## config.mk

```make
export PLATFORM = sky130hd
export DESIGN_NAME = pc_call_sequencer
export DESIGN_NICKNAME = d
export VERILOG_FILES = /design/src/rtl/pc_call_sequencer.sv
export SDC_FILE = /design/constraint.sdc
export NUM_CORES = 1
export LEC_CHECK = 0
export BUFFER_PORTS_ARGS = -buffer_cell sky130_fd_sc_hd__buf_2
export CAP_MARGIN = 20
export CELL_PAD_IN_SITES_DETAIL_PLACEMENT = 1
export CELL_PAD_IN_SITES_GLOBAL_PLACEMENT = 1
export CORE_MARGIN = 2
export CORE_UTILIZATION = 36
export CTS_BUF_LIST = sky130_fd_sc_hd__clkbuf_8
export CTS_CLUSTER_SIZE = 24
export DETAILED_ROUTE_END_ITERATION = 7
export GPL_TIMING_DRIVEN = 0
export MAX_ROUTING_LAYER = met4
export PLACE_DENSITY = 0.84
export SLEW_MARGIN = 30
export SYNTH_ARGS = -nofsm -noshare
export SYNTH_HDL_FRONTEND = slang
export SYNTH_SLANG_ARGS = --single-unit
```

## constraint.sdc

```tcl
create_clock -name clk -period 5.5 [get_ports clk]
set_input_delay 0.825 -clock clk [delete_from_list [all_inputs] [get_ports clk]]
set_output_delay 0.825 -clock clk [all_outputs]
set_load 0.005 [all_outputs]
```

## src/rtl/pc_call_sequencer.sv

```systemverilog
// Program-counter sequencer and call/return controller for the PIC16C57 core.
// Drives the 2-level return stack and inserts the one-cycle flush after taken events.
module pc_call_sequencer #(
    parameter int              PC_W      = 11,
    parameter logic [PC_W-1:0] RST_VEC   = {PC_W{1'b1}},
    parameter int              STK_DEPTH = 2
) (
    input  logic            clk,
    input  logic            rst,
    input  logic            stall,
    input  logic            op_valid,
    input  logic [2:0]      op,
    input  logic [8:0]      k_in,
    input  logic [7:0]      pcl_data,
    input  logic [1:0]      pa_in,
    input  logic [PC_W-1:0] stk_top,
    output logic [PC_W-1:0] pc,
    output logic [1:0]      stk_cmd,
    output logic [PC_W-1:0] stk_data,
    output logic            flush,
    output logic [1:0]      depth,
    output logic            stk_ovf,
    output logic            stk_unf
);

    localparam logic [1:0] CMD_NOP  = 2'd0;
    localparam logic [1:0] CMD_PUSH = 2'd1;
    localparam logic [1:0] CMD_POP  = 2'd2;

    localparam logic [2:0] OP_GOTO   = 3'd1;
    localparam logic [2:0] OP_CALL   = 3'd2;
    localparam logic [2:0] OP_RETLW  = 3'd3;
    localparam logic [2:0] OP_SKIP   = 3'd4;
    localparam logic [2:0] OP_PCL_WR = 3'd5;

    localparam logic [1:0] DEPTH_MAX = 2'(STK_DEPTH);

    typedef enum logic {
        ST_RUN   = 1'b0,
        ST_FLUSH = 1'b1
    } state_t;

    state_t          state;
    logic [PC_W-1:0] pc_inc;
    logic [PC_W-1:0] goto_tgt;
    logic [PC_W-1:0] call_tgt;
    logic [PC_W-1:0] pcl_tgt;
    logic            op_live;

    assign pc_inc   = pc + PC_W'(1);
    assign goto_tgt = PC_W'({pa_in, k_in});
    assign call_tgt = PC_W'({pa_in, 1'b0, k_in[7:0]});
    assign pcl_tgt  = PC_W'({pa_in, 1'b0, pcl_data});
    assign stk_data = pc;

    // An op is only acted upon in RUN, out of reset and not stalled.
    assign op_live = rst && !stall && op_valid && (state == ST_RUN);

    always_comb begin
        stk_cmd = CMD_NOP;
        if (op_live) begin
            case (op)
                OP_CALL:  stk_cmd = CMD_PUSH;
                OP_RETLW: stk_cmd = CMD_POP;
                default:  stk_cmd = CMD_NOP;
            endcase
        end
    end

    always_ff @(posedge clk) begin
        if (!rst) begin
            state   <= ST_RUN;
            pc      <= RST_VEC;
            flush   <= 1'b0;
            depth   <= 2'd0;
            stk_ovf <= 1'b0;
            stk_unf <= 1'b0;
        end else if (!stall) begin
            if (state == ST_FLUSH) begin
                pc    <= pc_inc;
                state <= ST_RUN;
                flush <= 1'b0;
            end else begin
                pc    <= pc_inc;
                state <= ST_RUN;
                flush <= 1'b0;
                if (op_valid) begin
                    case (op)
                        OP_GOTO: begin
                            pc    <= goto_tgt;
                            state <= ST_FLUSH;
                            flush <= 1'b1;
                        end
                        OP_CALL: begin
                            pc    <= call_tgt;
                            state <= ST_FLUSH;
                            flush <= 1'b1;
                        end
                        OP_RETLW: begin
                            pc    <= stk_top;
                            state <= ST_FLUSH;
                            flush <= 1'b1;
                        end
                        OP_SKIP: begin
                            state <= ST_FLUSH;
                            flush <= 1'b1;
                        end
                        OP_PCL_WR: begin
                            pc    <= pcl_tgt;
                            state <= ST_FLUSH;
                            flush <= 1'b1;
                        end
                        default: ;
                    endcase
                end
            end

            // Depth saturates at both ends; the stack itself still sees the command.
            if (stk_cmd == CMD_PUSH) begin
                if (depth == DEPTH_MAX) stk_ovf <= 1'b1;
                else                    depth   <= depth + 2'd1;
            end else if (stk_cmd == CMD_POP) begin
                if (depth == 2'd0) stk_unf <= 1'b1;
                else               depth   <= depth - 2'd1;
            end
        end
    end

endmodule

```

==> flow_summary.yaml <==
outcome:
  outcome: "finished, final reports clean"
cts:
  cts_buffers: 3
  cts_buffer_depth: 2
  insertion_delay_ns: 0.25
  ctsHoldBuffers: 0
  htree_num_levels: 1
  cts_tree: "done"
  cts.clk_slew.worst_paths_ns: 0.07
  post_cts_buffers: 0
  cts_sinks: 16
  cts-root-buf: "clkbuf_8"
  cts-resized-gates: 0
floorplanning:
  initial_core_util_pct: 38.3
  rows: 22
  die-width_um: 67.1
  coreArea_sq_um: 3740
  die_area_sq_um: 4510
  ios: 66
  die_y_um: 67.1
logic_synthesis:
  avgSynthCellArea_sq_um: 8.02
  synth_area_sq_um: 1440
  async_reset_ff_share_pct: 0
  ys.flop_type: "dfxtp_1"
  synth.area.top_cells: "dfxtp_1 22%, buf_4 6.3%, a21oi_1 4.9%"
  synth_nets: 220
  yosysSeqAreaShare_pct: 22.3
  yosys_warnings: 0
  synth.distinct_cells: 56
  yosysTopAreaCell: "dfxtp_1"
  ys_ff_latch: 16
  synth.top_cell.area_share_pct: 22.3
  synth-edff-count: 0
  synth_cells: 179
global_routing:
  grt_pass1_wl_mm: 7.92
  grt_pass1_vias: 1660
  antenna_found_initial: 0
  grt_overflow_total: 0
  grt_max_degree: 11
  grt_use_total_pct: 23.5
placed_design:
  dpl.hpwl_mm: 3.73
  gp_congestion: 0.880
  dpl_cell_area_sq_um: 1820
  port_buffers: 64
  dp_cells: 291
sta:
  tightest_slew_ns: 0.559
  period_needed_ns: 2.81
  rsz0062_at_grt: "no"
  setup_viol: 0
  period_share_pct: 51.0
  finalSetupTns_ns: 0
  hold_violations: 0
  maxSlewViolCount: 0
  fmax_ghz: 0.356
  slew_headroom_pct: 61.8
  finClkSkew_ns: 0.00352
routing:
  vias: 1642
  avgRoutedWirePerCell_um: 16.1
  antenna_left: 0
  drc: 0
  first_pass_iters: 4
  viasPerCell: 5.57
  drt_iter0_drc: 48
  drt-total-wl_mm: 4.75
power_and_ir_drop:
  leakagePower_nw: 0.836
  ir_worst_vdd_mv: 0.0815
  powerDensity_nw_per_um2: 213
cells_and_area:
  final_util_pct: 50.0
  drive_above_1_share_pct: 37.2
  fin_cells: 295
  final_common_cell: "buf_2"
  most-common-layout-cells: "66 x buf_2, 16 x dfxtp_1, 14 x a21oi_1"
  num_antenna_cells: 0
  synthToLayoutAreaGrowth_pct: 30.3
  final_cell_area_sq_um: 1870
  final_nets: 289
critical_path:
  crit_required_ns: 4.68
  cp_cell_sequence: "buf_2 > nand2b_1 > nor2_1 > nand3_1 > nor2_1 > buf_2"
  cp_slowest_cell: "nor2_1"
  critPathTopFamily: "simple AND/OR/NAND/NOR gates"
  cp_max_fo: 7
  crit_path_end_kind: "output pin"
  crit_arrival_ns: 1.98
  cpPeakStageDelay_ns: 0.36
  critPathLaunchType: "primary input"
  critPathKind: "in2out"
  critPathBufInv: 2
job:
  cap_violations: 0
worst_hold_path:
  hp-class: "reg2reg"
-- worst register-to-register path, stage by stage (launching register included) --
cell and delay (ns):
dfxtp_1 0.34, nand2b_1 0.22, nor2_1 0.39, nand3_1 0.15, or2_2 0.32, ha_1 0.24
nor2b_1 0.16, nor3b_1 0.14, o21ai_0 0.20, a21oi_1 0.08
-- final cells by class --
cell class	instances	area (sq um)
multi-input cells	135	947
flip-flops and latches	16	320
clock buffers	4	55.1
fillers	497	1870
inverters	6	22.5
plain buffers	22	145
well taps	48	60.1
repair buffers	64	320
-- cells by family after synthesis --
kind of cell,after synthesis,share of synthesized area [%]
xor gates and xnor gates,2,1.22
and+or+nand+nor,68,29.9
adders and majority gates,4,3.49
DFF,16,22.3
muxes,8,5.75
AOI/OAI and AO/OA,53,25.6
buffers and inverters,28,11.7
-- registers in the layout, summed over array words and instances, names as in the netlist --
name,flops
pc,11
depth,2
state,1
stk_ovf,1
stk_unf,1
-- report_power, final --
| group | internal [W] | switching [W] | leakage (nW) |
|---|---|---|---|
| Sequential | 0.000127 | 0.0000187 | 0.131 |
| Combinational | 0.0000765 | 0.0000681 | 0.675 |
| Clock | 0.0000636 | 0.0000437 | 0.0288 |
| Total | 0.000267 | 0.000131 | 0.836 |
-- Yosys cell counts, drive strengths merged, types with 3 or more instances --
cell type / n
nand4b: 3
and4: 4
nor2b: 4
o211ai: 3
nand4: 3
dfxtp: 16
mux2i: 6
a211oi: 6
inv: 6
ha: 4
o31ai: 4
a21oi: 14
nand2: 6
buf: 18
nor3: 7
nand2b: 6
clkbuf: 4
nor3b: 4
a22oi: 4
o21ai: 5
nor2: 12
-- metrics by stage --
| step | total power (W) | hold slack, ns | setup WS (ns) |
|---|---|---|---|
| final | 0.000398 | 0.468 | 2.69 |
| after detailed placement | 0.000292 | 0.457 | 2.59 |
| after global placement | 0.000287 | 0.451 | 2.61 |
| after CTS | 0.000400 | 0.473 | 2.69 |
| after global routing | 0.000424 | 0.509 | 2.55 |
| after floorplan | 0.000234 | 0.460 | 3.02 |
-- final timing paths --
check / startpoint / end / slack, ns / cells past startpoint
min reg2reg: stk_unf$_SDFFE_PN0P_ / stk_unf$_SDFFE_PN0P_ / 0.47 / 2
max reg2reg: state$_SDFFE_PN0N_ / depth[1]$_SDFFE_PN0P_ / 3.16 / 9
max: stall / stk_cmd[1] / 2.69 / 6
min: stk_unf$_SDFFE_PN0P_ / stk_unf$_SDFFE_PN0P_ / 0.47 / 2
-- layer usage --
metal  up-vias  wire [um]  GRT usage (%)
met5         -          0              -
met4         0         45           7.14
met3         4        187           1.50
met2        47       2340           40.0
met1       780       2180           30.0
li1        811          -              -
(Power assumes the default switching activity.)
